===== src/rtl/seg_pkg.sv =====
// rtl/seg_pkg.sv - shared states, display constants and leading-blank helper for the seven-segment scheduler
package seg_pkg;

    typedef enum logic [1:0] {
        ST_SCORE   = 2'd0,
        ST_HIGH    = 2'd1,
        ST_MSG_ON  = 2'd2,
        ST_MSG_OFF = 2'd3
    } seg_state_t;

    localparam logic [3:0]  NIB_DASH   = 4'hA;
    localparam logic [3:0]  NIB_BLANK  = 4'hB;
    localparam logic [3:0]  NIB_LOW    = 4'hC;
    localparam logic [15:0] WORD_BLANK = {4{NIB_BLANK}};
    localparam logic [15:0] WORD_DASH  = {4{NIB_DASH}};

    // Blank zero nibbles from the top down; the units nibble always stays visible.
    function automatic logic [15:0] lead_blank(input logic [15:0] w);
        logic [15:0] r;
        logic        lead;
        r    = w;
        lead = 1'b1;
        for (int i = 3; i >= 1; i--) begin
            if (lead && (w[i*4 +: 4] == 4'h0)) begin
                r[i*4 +: 4] = NIB_BLANK;
            end else begin
                lead = 1'b0;
            end
        end
        return r;
    endfunction

endpackage


===== src/rtl/seg_tick_gen.sv =====
// rtl/seg_tick_gen.sv - slow-tick prescaler, restartable from the scheduler on every view change
module seg_tick_gen #(
    parameter int TICK_DIV = 25_000_000
) (
    input  logic clk,
    input  logic clr,
    input  logic sync_clr,
    output logic tick
);

    localparam int            CW       = $clog2(TICK_DIV);
    localparam logic [CW-1:0] CNT_LAST = CW'(TICK_DIV - 1);

    logic [CW-1:0] r_cnt;

    always_ff @(posedge clk or posedge clr) begin
        if (clr) begin
            r_cnt <= '0;
        end else if (sync_clr || (r_cnt == CNT_LAST)) begin
            r_cnt <= '0;
        end else begin
            r_cnt <= r_cnt + CW'(1);
        end
    end

    assign tick = (r_cnt == CNT_LAST);

endmodule


===== src/rtl/seg_display_scheduler.sv =====
// rtl/seg_display_scheduler.sv - score/high rotation and blinking messages for the 4-digit display; SEG_LEAD_BLANK_EN blanks leading zeros
module seg_display_scheduler
    import seg_pkg::*;
#(
    parameter int TICK_DIV  = 25_000_000,
    parameter int ROT_TICKS = 8,
    parameter int BLINKS    = 3
) (
    input  logic        clk,
    input  logic        clr,
    input  logic [15:0] score_bcd,
    input  logic [15:0] high_bcd,
    input  logic        rot_en,
    input  logic        msg_req,
    input  logic [15:0] msg_code,
    output logic        msg_ack,
    output logic        msg_done,
    output logic        busy,
    output logic [15:0] x
);

    localparam int            PW      = $clog2(ROT_TICKS + 1);
    localparam int            BW      = $clog2(BLINKS + 1);
    localparam logic [PW-1:0] PH_LAST = PW'(ROT_TICKS - 1);
    localparam logic [PW-1:0] PH_MAX  = PW'(ROT_TICKS);
    localparam logic [BW-1:0] BL_LAST = BW'(BLINKS);

    seg_state_t    r_state;
    seg_state_t    w_next;
    logic [PW-1:0] r_phase;
    logic [BW-1:0] r_blink;
    logic [15:0]   r_code;
    logic [15:0]   r_x;
    logic          r_ack;
    logic          r_done;

    logic          w_tick;
    logic          w_sync_clr;
    logic          w_ack;
    logic          w_done;
    logic          w_rot_due;
    logic [BW-1:0] w_blink_inc;
    logic [15:0]   w_live;
    logic [15:0]   w_view;

    seg_tick_gen #(
        .TICK_DIV (TICK_DIV)
    ) u_tick (
        .clk      (clk),
        .clr      (clr),
        .sync_clr (w_sync_clr),
        .tick     (w_tick)
    );

    // Phase saturates, so a rotation held off by rot_en fires on the next tick once enabled.
    assign w_rot_due   = w_tick && (r_phase >= PH_LAST);
    assign w_blink_inc = r_blink + BW'(1);
    assign w_sync_clr  = (w_next != r_state);

    always_comb begin
        w_next = r_state;
        w_ack  = 1'b0;
        w_done = 1'b0;
        case (r_state)
            ST_SCORE: begin
                if (msg_req) begin
                    w_ack  = 1'b1;
                    w_next = ST_MSG_ON;
                end else if (rot_en && w_rot_due) begin
                    w_next = ST_HIGH;
                end
            end
            ST_HIGH: begin
                if (msg_req) begin
                    w_ack  = 1'b1;
                    w_next = ST_MSG_ON;
                end else if (!rot_en || w_rot_due) begin
                    w_next = ST_SCORE;
                end
            end
            ST_MSG_ON: begin
                if (w_tick) begin
                    if (w_blink_inc == BL_LAST) begin
                        w_done = 1'b1;
                        w_next = ST_SCORE;
                    end else begin
                        w_next = ST_MSG_OFF;
                    end
                end
            end
            ST_MSG_OFF: begin
                if (w_tick) begin
                    w_next = ST_MSG_ON;
                end
            end
            default: w_next = ST_SCORE;
        endcase
    end

    always_comb begin
        w_live = (r_state == ST_HIGH) ? high_bcd : score_bcd;
`ifdef SEG_LEAD_BLANK_EN
        w_live = lead_blank(w_live);
`endif
        case (r_state)
            ST_MSG_ON:  w_view = r_code;
            ST_MSG_OFF: w_view = WORD_BLANK;
            default:    w_view = w_live;
        endcase
    end

    always_ff @(posedge clk or posedge clr) begin
        if (clr) begin
            r_state <= ST_SCORE;
            r_phase <= '0;
            r_blink <= '0;
            r_code  <= '0;
            r_x     <= WORD_DASH;
            r_ack   <= 1'b0;
            r_done  <= 1'b0;
        end else begin
            r_state <= w_next;
            r_x     <= w_view;
            r_ack   <= w_ack;
            r_done  <= w_done;
            if (w_ack) begin
                r_code  <= msg_code;
                r_blink <= '0;
            end else if ((r_state == ST_MSG_ON) && w_tick) begin
                r_blink <= w_blink_inc;
            end
            if (w_sync_clr) begin
                r_phase <= '0;
            end else if (w_tick && (r_phase != PH_MAX)) begin
                r_phase <= r_phase + PW'(1);
            end
        end
    end

    assign msg_ack  = r_ack;
    assign msg_done = r_done;
    assign busy     = (r_state == ST_MSG_ON) || (r_state == ST_MSG_OFF);
    assign x        = r_x;

endmodule


===== config.mk =====
export PLATFORM = sky130hd
export DESIGN_NAME = seg_display_scheduler
export DESIGN_NICKNAME = d
export VERILOG_FILES = /design/src/rtl/seg_pkg.sv /design/src/rtl/seg_tick_gen.sv /design/src/rtl/seg_display_scheduler.sv
export SDC_FILE = /design/constraint.sdc
export NUM_CORES = 1
export LEC_CHECK = 0
export ABC_CLOCK_PERIOD_IN_PS = 3700
export BUFFER_PORTS_ARGS = -buffer_cell sky130_fd_sc_hd__buf_2
export CORE_ASPECT_RATIO = 0.7
export CORE_MARGIN = 3
export CORE_UTILIZATION = 50
export CTS_CLUSTER_DIAMETER = 50
export DETAILED_ROUTE_END_ITERATION = 10
export PLACE_DENSITY_LB_ADDON = 0.2
export SYNTH_ARGS = -nofsm -noshare
export SYNTH_HDL_FRONTEND = slang
export SYNTH_SLANG_ARGS = --single-unit

===== constraint.sdc =====
create_clock -name clk -period 3.7 [get_ports clk]
set_input_delay 0.185 -clock clk [delete_from_list [all_inputs] [get_ports clk]]
set_output_delay 0.185 -clock clk [all_outputs]
set_load 0.05 [all_outputs]

[Yosys cells after proc, flatten, opt, wreduce, memory -nomap -nowiden]
Index checks and enable logic that the tools add are counted.
Storage, ports and cells
  input bits: 52
  output and inout port bits: 19
  logic and storage cells: 51
  bits in registers: 67
Operators by class
  equal/unequal tests: 7
  add/sub/neg operators: 3
  mux-type cells: 20
  magnitude comparators: 1
  reductions and logical operators: 12
Operator list (count)
  case mux 16 bit (2 select lines): 1
  adder 25 x 1 -> 25 bit (second input constant): 1
  == test 25 bit (second input constant): 1
  two-way mux 25 bit: 1
  two-way mux 2 bit: 9
  two-way mux 16 bit: 1
  two-way mux 4 bit: 2
  case mux 2 bit (4 select lines): 1
  == test 2 bit (second input constant): 3
  two-way mux 1 bit: 5
  adder 4 x 1 -> 4 bit (second input constant): 1
  greater-or-equal comparator 4 x 3 -> 1 bit (second input constant): 1
  logical AND 1 bit: 4
  inequality test 4 bit (second input constant): 1
  nonzero test 2 bit: 2
  logical OR 1 bit: 3
  adder 2 x 1 -> 2 bit (second input constant): 1
  == test 2 x 1 -> 1 bit (second input constant): 1
  logical NOT 2 bit: 1
  inequality test 2 bit: 1
  OR reduction 2 bit: 1
  logical NOT 1 bit: 1

[Logic depth before layout (Yosys ltp)]
Gate-level depths: netlist of run 1.
  depth in word-level cells: 9
  gate-level depth with buffers: 7

[Cells and area by module]
A second synthesis of run 1 with hierarchy kept.
Second synthesis, totals
  cell total of the unflattened synthesis: 288
  area, all modules: 3186.8 um2
By module, submodules not included
  seg_display_scheduler: area each 1904.3 um2, instances 1, seq. area each 1061.0 um2, cells an instance 149
  seg_tick_gen: area each 1282.5 um2, instances 1, seq. area each 625.6 um2, cells an instance 139

[Least setup slack after synthesis of run 1]
Ideal clock, no wire load.
  path type: flip-flop to flip-flop
  start: reg u_tick.r_cnt[0]
  end: reg u_tick.r_cnt[24]
  data required time: 3618 ps
  stages on the path, launching flop included: 7
  data arrival time: 1977 ps
  path slack: 1641 ps
  clock period less this slack: 2059 ps
  path buffers: 1
  setup time: 82 ps
  cell sequence: dfrtp_1 > ha_1 > nand2_1 > or4_1 > clkbuf_1 > or4_1 > a31oi_1
Between the ends
  cells in the longest elaborated chain, start to end: 9
  elaborated cells on any way between the ends: 15
RTL lines
  start, declared: RTL line seg_tick_gen.sv:14  | logic [CW-1:0] r_cnt;
  start signal, assigned: RTL line seg_tick_gen.sv:22  | r_cnt <= r_cnt + CW'(1);
  == test 25 bit: RTL line seg_tick_gen.sv:19, seg_tick_gen.sv:26
  logical AND 1 bit: RTL line seg_display_scheduler.sv:56  | assign w_rot_due = w_tick && (r_phase >= PH_LAST);
  logical OR 1 bit or logical AND 1 bit (tied branches): RTL line seg_display_scheduler.sv:77, seg_display_scheduler.sv:69
  two-way mux 2 bit, on equally long branches: RTL line seg_display_scheduler.sv:77, seg_display_scheduler.sv:69
  two-way mux 2 bit, on equally long branches: RTL line seg_display_scheduler.sv:74, seg_display_scheduler.sv:66
  case mux 2 bit (4 select lines): RTL line seg_display_scheduler.sv:64  | case (r_state)
  inequality test 2 bit: RTL line seg_display_scheduler.sv:58  | assign w_sync_clr = (w_next != r_state);
  logical OR 1 bit: RTL line seg_tick_gen.sv:19  | end else if (sync_clr || (r_cnt == CNT_LAST)) begin
  two-way mux 25 bit (*): RTL line seg_tick_gen.sv:19
Mark *: on every way between the ends. The rest lies on a longest branch, timed or not.
A chain may end at the register's enable or synchronous reset.

[Final worst setup path of run 1]
  start: reg u_tick.r_cnt[2]
  end: reg u_tick.r_cnt[23]
Same word-level chain as after synthesis.

==> results of run 1 <==
through the flow:
stage	worst slack [ps]	total power, µW
global route	1200	2060
CTS	1390	1980
global placement	1480	1300
finish	1380	1960
detailed placement	1430	1310
floorplan	1640	1210
layout make-up:
class | instances | area (µm²)
repair buffers | 73 | 373
flip-flops and latches | 67 | 1690
fillers | 537 | 2380
clock buffers | 10 | 128
multi-input cells | 228 | 1520
clock inverters | 6 | 90.1
well taps | 91 | 114
inverters | 11 | 41.3
state kept, by name (all words and copies together) (netlist names):
register / flops
r_blink: 2
x: 16
r_code: 16
msg_ack: 1
u_tick.r_cnt: 25
r_state: 2
r_phase: 4
msg_done: 1
placed cells by master, fill, tap and decap left out, types with 7 or more instances in the layout:
cell type,count
buf_2,70
dfrtp_1,59
nor2_1,30
a21oi_1,28
mux2_2,18
nand2_1,17
mux2i_1,16
nand4_1,12
nor3_1,11
xnor2_1,11
inv_1,10
nand3_1,10
o21ai_0,9
clkbuf_8,9
dfstp_2,8
nor4_1,7
or4_1,7
final timing paths:
check	start	to	slack [ps]	cells after the start
worst min register to register	u_tick.r_cnt[0]$_DFF_PP0_	u_tick.r_cnt[0]$_DFF_PP0_	510	1
min in group clk	high_bcd[10]	x[10]$_DFF_PP0_	40	3
worst max register to register	u_tick.r_cnt[2]$_DFF_PP0_	u_tick.r_cnt[23]$_DFF_PP0_	1380	4
worst min-delay path	clr	r_code[12]$_DFFE_PP0P_	-5	2
max in group asynchronous	clr	u_tick.r_cnt[9]$_DFF_PP0_	2790	3
worst max-delay path	u_tick.r_cnt[2]$_DFF_PP0_	u_tick.r_cnt[23]$_DFF_PP0_	1380	4
kinds of logic after synthesis:
family | after synthesis
compound gates | 56
mux | 34
fa+ha+maj | 4
buf+inv | 29
xor+xnor | 13
simple gates | 121
flops | 67
metal layers:
metal | global-route usage [%] | vias up
met5 | 0 | -
met4 | 5.60 | 0
met3 | 5.55 | 8
met2 | 33.2 | 59
met1 | 27.1 | 1310
li1 | - | 1308
power by group:
group	switching (µW)	internal [µW]	leakage (µW)
clock	287	380	0.000106
sequential	102	842	0.000817
combinational	219	135	0.000899
total	607	1360	0.00182
worst register-to-register path: stages (launching register included):
cell	delay, ps
dfrtp_1	410
nand3_1	350
or4_1	800
or4_1	520
a21oi_1	160
==> summary.md, run 1 <==
| Metric | Value |
|---|---|
| Routed WL | `7590 µm` |
| First-pass GRT wire length | `12500 µm` |
| Diode count | `0` |
| Syn Inst Count | `324` |
| Slowest-stage cell, CP | `or4_1` |
| Final setup viols | `0` |
| Cell mode on critical path | `or4_1` |
| Clock latency on the worst-skew pair | `350 ps` |
| Per-cell routed wire length | `15.6 µm` |
| Total negative slack | `0 ps` |
| Yosys cell types | `42` |
| DRC | `0` |
| Leakage | `0.00182 µW` |
| Synth Area in Adders | `1.50%` |
| Crit Path Max Fanout | `12` |
| Hold Crit Class | `in2async` |
| Worst Skew | `10.7 ps` |
| Top layer in use | `met4` |
| Area grow syn2layout | `18.6%` |
| Final Non-Filler Cells | `486` |
| VDD IR max | `0.000288 V` |
| CTS tree | `built` |
| Wire length on met2 | `3540 µm` |
| Final Cell Area | `0.00396 mm²` |
| Crit path launch type | `flip-flop` |
| Final count of hold timing violations | `1` |
| CTS resizes | `0` |
| Unrepaired setup endpoints after global routing | `no` |
| Failing checks | `negative hold slack` |
| H-tree Lvls | `3` |
| Buffers plus inverters on the worst setup path | `0` |
| Initial Util | `52.6%` |
| Worst EP required | `3970 ps` |
| Avg Inst Size Synth | `10.3 µm²` |
| CTS buffer count | `9` |
| Die W | `104 µm` |
| Synth top area share | `44.3%` |
| Crit path cell chain | `nand3_1 > or4_1 > or4_1 > a21oi_1` |
| Vias/cell | `5.52` |
| Final core occ | `62.4%` |
| CP top delay family | `simple AND/OR/NAND/NOR gates` |
| Initial antenna violation count | `0` |
| Post-DP Area | `0.00374 mm²` |
| Max clock buf depth | `2` |
| Commonest cells post-synth | `59 x dfrtp_1, 31 x nor2_1, 28 x a21oi_1, 18 x mux2_2, 17 x nand2_1` |
| Clock slew seen by the registers of the worst setup and hold paths | `80 ps` |
| Number of global-route vias before repair | `2675` |
| I/O Buffers | `70` |
| Worst EP arrival | `2590 ps` |
| Minimum clock period | `2320 ps` |
| Fraction of layout instances using a drive strength above 1 | `30.1%` |
| Aggregate global-route resource usage | `20.2%` |
| Initial DRC count | `158` |
| FMAX | `431 MHz` |
| Synth Area in Simple Gates | `19.8%` |
| First-pass detailed-route iteration total | `4` |
| Vias | `2685` |
| RePlAce Congestion | `0.828` |
| Post-DP HPWL | `5150 µm` |
| Mux cell area share after synthesis | `10.9%` |
| Final ANT Viol Nets | `0` |
| Asr flop ratio synth | `100%` |
| Total congestion overflow | `0` |
| Die area | `0.00770 mm²` |
| Post-synthesis xor/xnor area fraction | `3.41%` |
| Syn Nets | `380` |
| Metal1 wirelength | `3630 µm` |
| Core footprint | `0.00634 mm²` |
| Post-synth EDFFs | `0` |
| Status | `finished, violations left` |
| Critical path class | `reg2reg` |
| Worst Max-Slew Pin Slew | `1060 ps` |
| Chip height | `74.3 µm` |
| Crit end category | `flip-flop` |
| Synth area leader | `dfrtp_1` |
| Root buf cell | `clkbuf_8` |
| Top Ports | `71` |
| Period utilization | `62.7%` |
| Normalized max-slew margin | `29.0%` |
| Pwr Density | `497 mW/mm²` |
| Sequential element share of the synthesized area | `50.6%` |
| Post-synthesis register bit count | `67` |
| Inst Count DP | `470` |
| Hold_buf cts | `0` |
| Row cnt | `24` |
| Hold WS | `-5.41 ps` |
| WL met3 | `346 µm` |
| Critical Path Max Stage Delay | `790 ps` |
| Final nets | `446` |
| Pins Over Slew Limit | `0` |
| Yosys warning count | `0` |
| Post-CTS Repair Setup Buffers | `0` |
| Post-synthesis cell area | `0.00334 mm²` |
| Top cells by area, synth | `dfrtp_1 44%, dfstp_2 6.3%, mux2_2 6.1%` |
| Compound-cell area share of the yosys netlist | `9.98%` |
| Largest net degree at the start of global routing | `42` |
| Most common cell in the netlist | `dfrtp_1` |
| Clk sinks | `67` |
| MaxCap Viol Count | `0` |
| Combinational family with the most area after synthesis | `simple AND/OR/NAND/NOR gates` |
| Ys flop type | `dfrtp_1` |
Power figures use the tool's default switching activity.
==> inputs of run 2 (changes only) <==
--- a/config.mk
+++ b/config.mk
@@ -5,11 +5,12 @@
 export SDC_FILE = /design/constraint.sdc
 export NUM_CORES = 1
 export LEC_CHECK = 0
-export ABC_CLOCK_PERIOD_IN_PS = 3700
+export ABC_AREA = 1
+export ABC_CLOCK_PERIOD_IN_PS = 2029
 export BUFFER_PORTS_ARGS = -buffer_cell sky130_fd_sc_hd__buf_2
 export CORE_ASPECT_RATIO = 0.7
 export CORE_MARGIN = 3
-export CORE_UTILIZATION = 50
+export CORE_UTILIZATION = 49
 export CTS_CLUSTER_DIAMETER = 50
 export DETAILED_ROUTE_END_ITERATION = 10
 export PLACE_DENSITY_LB_ADDON = 0.2
==> constraint.sdc (replaced) <==
create_clock -name clk -period 2.03 [get_ports clk]
set_input_delay 0.1015 -clock clk [delete_from_list [all_inputs] [get_ports clk]]
set_output_delay 0.1015 -clock clk [all_outputs]
set_load 0.05 [all_outputs]
==> run 2 against run 1 <==
  * The run now ends clean
  * Wire length increased by 13%
  * Non-clock buffer count increased by 56
  * Area after synthesis decreased by 1.2%
  * Design area increased by 15%
  * Power increased by 76%
  * Via count increased by 16%
  * Register-to-register slack got worse by 1300 ps
  * Cell count increased by 31%
  * First-iteration DRC count unchanged
  * Hold slack improved by 40 ps
  * Combinational power increased by 88%
  * Critical path type unchanged
  * Largest power group unchanged
  * Highest routed layer unchanged
==> summary.md, run 2 <==
| Metric | Value |
|---|---|
| Status | `complete, no violations` |
| Leakage | `0.00214 µW (+17%)` |
| FMAX | `522 MHz (+21%)` |
| CTS buffer count | `9 (unchanged)` |
| CP top delay family | `simple AND/OR/NAND/NOR gates` |
| Initial antenna violation count | `0 (unchanged)` |
| Post-DP HPWL | `5550 µm (+7.6%)` |
| Die W | `104 µm (+0.40%)` |
| Largest net degree at the start of global routing | `27 (-36%)` |
| Commonest cells post-synth | `119 x nand2_1, 64 x nor2_1, 59 x dfrtp_1, 36 x inv_1` |
| Mux cell area share after synthesis | `0% (-11 points)` |
| Asr flop ratio synth | `100% (unchanged)` |
| Post-synth EDFFs | `0 (unchanged)` |
| Die area | `0.00776 mm² (+0.80%)` |
| Yosys warning count | `0 (unchanged)` |
| Root buf cell | `clkbuf_8` |
| MaxCap Viol Count | `0 (unchanged)` |
| Minimum clock period | `1910 ps (-407 ps)` |
| Commonest non-fill, non-tap cell in the layout | `nand2_1` |
| First-pass detailed-route iteration total | `4 (unchanged)` |
| Most common cell in the netlist | `nand2_1` |
| Syn Nets | `467 (+23%)` |
| Total congestion overflow | `0 (unchanged)` |
| Final ANT Viol Nets | `0 (unchanged)` |
| Hold Crit Class | `in2reg` |
| Compound-cell area share of the yosys netlist | `5.28% (-4.7 points)` |
| Aggregate global-route resource usage | `22.8% (+2.6 points)` |
| Pre-CTS setup slack | `30.6 ps (-1400 ps)` |
| Vias | `3113 (+16%)` |
| VDD IR max | `0.000393 V (+36%)` |
| Chip height | `74.6 µm (+0.40%)` |
| Crit path cell chain | `ha_4 > nand3_4 > nor2_2 > nand3_2 > nor2_2 > nand2_1 > nor2_2 > nand4_1 > xor2_1 > nor2_1` |
| Post-synthesis register bit count | `67 (unchanged)` |
| Core footprint | `0.00637 mm² (+0.47%)` |
| Top Ports | `71 (unchanged)` |
| Initial DRC count | `158 (unchanged)` |
| Combinational share of power | `19.3% (+1.3 points)` |
| Final nets | `595 (+33%)` |
| Avg Inst Size Synth | `8.02 µm² (-22%)` |
| Max clock buf depth | `2 (unchanged)` |
| H-tree Lvls | `3 (unchanged)` |
| Slowest-stage cell, CP | `dfrtp_1` |
| First-pass GRT wire length | `13900 µm (+12%)` |
| Internal power | `2440 µW (+80%)` |
| Worst Max-Slew Pin Slew | `466 ps (-598 ps)` |
| Hold WS | `34.3 ps (+39.8 ps)` |
| Sw power | `1020 µW (+67%)` |
| Commonest cells after routing, fill and taps aside | `119 x nand2_1, 70 x buf_2, 59 x dfrtp_1, 57 x nor2_1, 42 x dlygate4sd3_1` |
| Per-cell routed wire length | `13.5 µm (-13%)` |
| Sw frac | `29.4% (-1.5 points)` |
| Pwr Density | `762 mW/mm² (+53%)` |
| Fraction of layout instances using a drive strength above 1 | `25.7% (-4.4 points)` |
| Worst Skew | `9.80 ps (-0.855 ps)` |
| RePlAce Congestion | `0.851 (+2.7%)` |
| Clk sinks | `67 (unchanged)` |
| Buffers plus inverters on the worst setup path | `0 (unchanged)` |
| Clock slew seen by the registers of the worst setup and hold paths | `70 ps (about the same)` |
| Sequential element share of the synthesized area | `51.2% (+0.59 points)` |
| Synth area leader | `dfrtp_1` |
| Period utilization | `94.3% (+32 points)` |
| Row cnt | `24 (unchanged)` |
| Crit Path Max Fanout | `5 (-7)` |
| Critical Path Max Stage Delay | `420 ps (-370 ps)` |
| Critical path class | `reg2reg` |
| Synth Area in Adders | `1.52% (+0.018 points)` |
| Flop pwr share | `45.7% (-2.3 points)` |
| DRC | `0 (unchanged)` |
| Normalized max-slew margin | `68.9% (+40 points)` |
| Top cells by area, synth | `dfrtp_1 45%, nand2_1 14%, nor2_1 7.3%` |
| Worst EP required | `2310 ps (-1660 ps)` |
| Final count of hold timing violations | `0 (-1)` |
| Largest Register | `u_tick.r_cnt` |
| Number of global-route vias before repair | `2958 (+11%)` |
| Area grow syn2layout | `37.5%` |
| Initial Util | `51.8% (-0.86 points)` |
| Ys flop type | `dfrtp_1` |
| Flip-flop count of the largest register after layout | `25 (unchanged)` |
| Cell mode on critical path | `nor2_2` |
| Diode count | `0 (unchanged)` |
| Vias/cell | `4.90 (-11%)` |
| Synth top area share | `44.8% (+0.52 points)` |
| I/O Buffers | `70 (unchanged)` |
| CTS tree | `built` |
| Crit path launch type | `flip-flop` |
| Clock latency on the worst-skew pair | `350 ps (about the same)` |
| Crit end category | `flip-flop` |
| Routed WL | `8600 µm (+13%)` |
| Post-synthesis cell area | `0.00330 mm² (-1.2%)` |
| Clk pwr share | `35.0% (+1.0 points)` |
| Post-synthesis xor/xnor area fraction | `5.05% (+1.6 points)` |
| R2R Setup Slk | `120 ps (-1260 ps)` |
| Worst Slack Setup Final | `116 ps (-1260 ps)` |
| Combinational family with the most area after synthesis | `simple AND/OR/NAND/NOR gates` |
| Pins Over Slew Limit | `0 (unchanged)` |
| Synth Area in Simple Gates | `30.8% (+11 points)` |
| Syn Inst Count | `411 (+27%)` |
| Worst EP arrival | `2190 ps (-400 ps)` |
| Yosys cell types | `27 (-36%)` |
| Final setup viols | `0 (unchanged)` |
==> run 2: cell types whose count changed after synthesis, moves of 6 or more <==
cell	delta
nand2_1	+102
mux2_2	-18
or3_1	-6
inv_1	+25
or4_1	-7
a21oi_1	-15
mux2i_1	-16
nor2_2	+7
o21ai_0	+10
nor2_1	+33
o31ai_1	-6
xor2_1	+11
nand3_1	+9
==> run 2: cells by family after synthesis <==
| kind of cell | after synthesis |
|---|---|
| DFF | 67 |
| adders and majority gates | 4 |
| and+or+nand+nor | 237 |
| xor gates and xnor gates | 19 |
| buffers and inverters | 50 |
| AOI/OAI and AO/OA | 34 |
==> run 2: routing by layer <==
layer  track usage (%)  routed length, µm  vias up
met5                 0                  0        -
met4              6.49                114        0
met3              6.60                541       12
met2              36.7               3940      119
met1              30.9               4000     1440
li1                  -                  -     1542
==> run 2: power groups by stage <==
stage | Combinational, µW | Sequential (µW) | Clock (µW)
6_report | 666 | 1580 | 1210
4_1_cts | 631 | 1560 | 1230
3_5_place_dp | 547 | 1590 | 0
3_3_place_gp | 542 | 1580 | 0
2_1_floorplan | 218 | 1750 | 0
5_1_grt | 728 | 1600 | 1290
==> run 2: stage by stage <==
step / TNS, ps / power (µW) / utilization [%] / std cells / area (µm²)
global placement: 0 / 2130 / 60.2 / 576 / 3830
finish: 0 / 3460 / 71.2 / 635 / 4530
detailed placement: 0 / 2140 / 60.2 / 576 / 3830
CTS: 0 / 3420 / 70.2 / 634 / 4470
global route: -83.5 / 3620 / 71.2 / 635 / 4530
floorplan: 0 / 1970 / - / 411 / 3300
==> run 2: final cells by class <==
type,instances,area (µm²)
Fill cell,496,1830
Sequential cell,67,1690
Multi-Input combinational cell,294,1460
Timing Repair Buffer,129,911
Inverter,38,143
Clock buffer,10,128
Tap cell,91,114
Clock inverter,6,90.1
==> run 2: worst min-delay path, delay by kind of cell <==
family                 cells  cell delay [ps]
AO/OA/AOI/OAI              1               90
buffers and inverters      1               80
AND/OR/NAND/NOR            1               50
==> run 2: path summary, 6_finish.rpt <==
kind / startpoint / to / cells past startpoint
max: u_tick.r_cnt[0]$_DFF_PP0_ / u_tick.r_cnt[24]$_DFF_PP0_ / 10
min: score_bcd[15] / x[15]$_DFF_PP1_ / 3
max reg2reg: u_tick.r_cnt[0]$_DFF_PP0_ / u_tick.r_cnt[24]$_DFF_PP0_ / 10
min reg2reg: r_code[4]$_DFFE_PP0P_ / r_code[4]$_DFFE_PP0P_ / 2
max in group asynchronous: clr / u_tick.r_cnt[13]$_DFF_PP0_ / 4
min in group asynchronous: clr / r_phase[1]$_DFFE_PP0P_ / 3
==> run 2: repair_timing <==
| item | 4_1_cts | 5_1_grt |
|---|---|---|
| gates resized for setup | 0 | 14 |
| hold buffers | 42 | 0 |
| endpoints found under the hold margin | 48 | 0 |
| endpoints found under the setup margin | 0 | 37 |
| setup buffers | 0 | 1 |
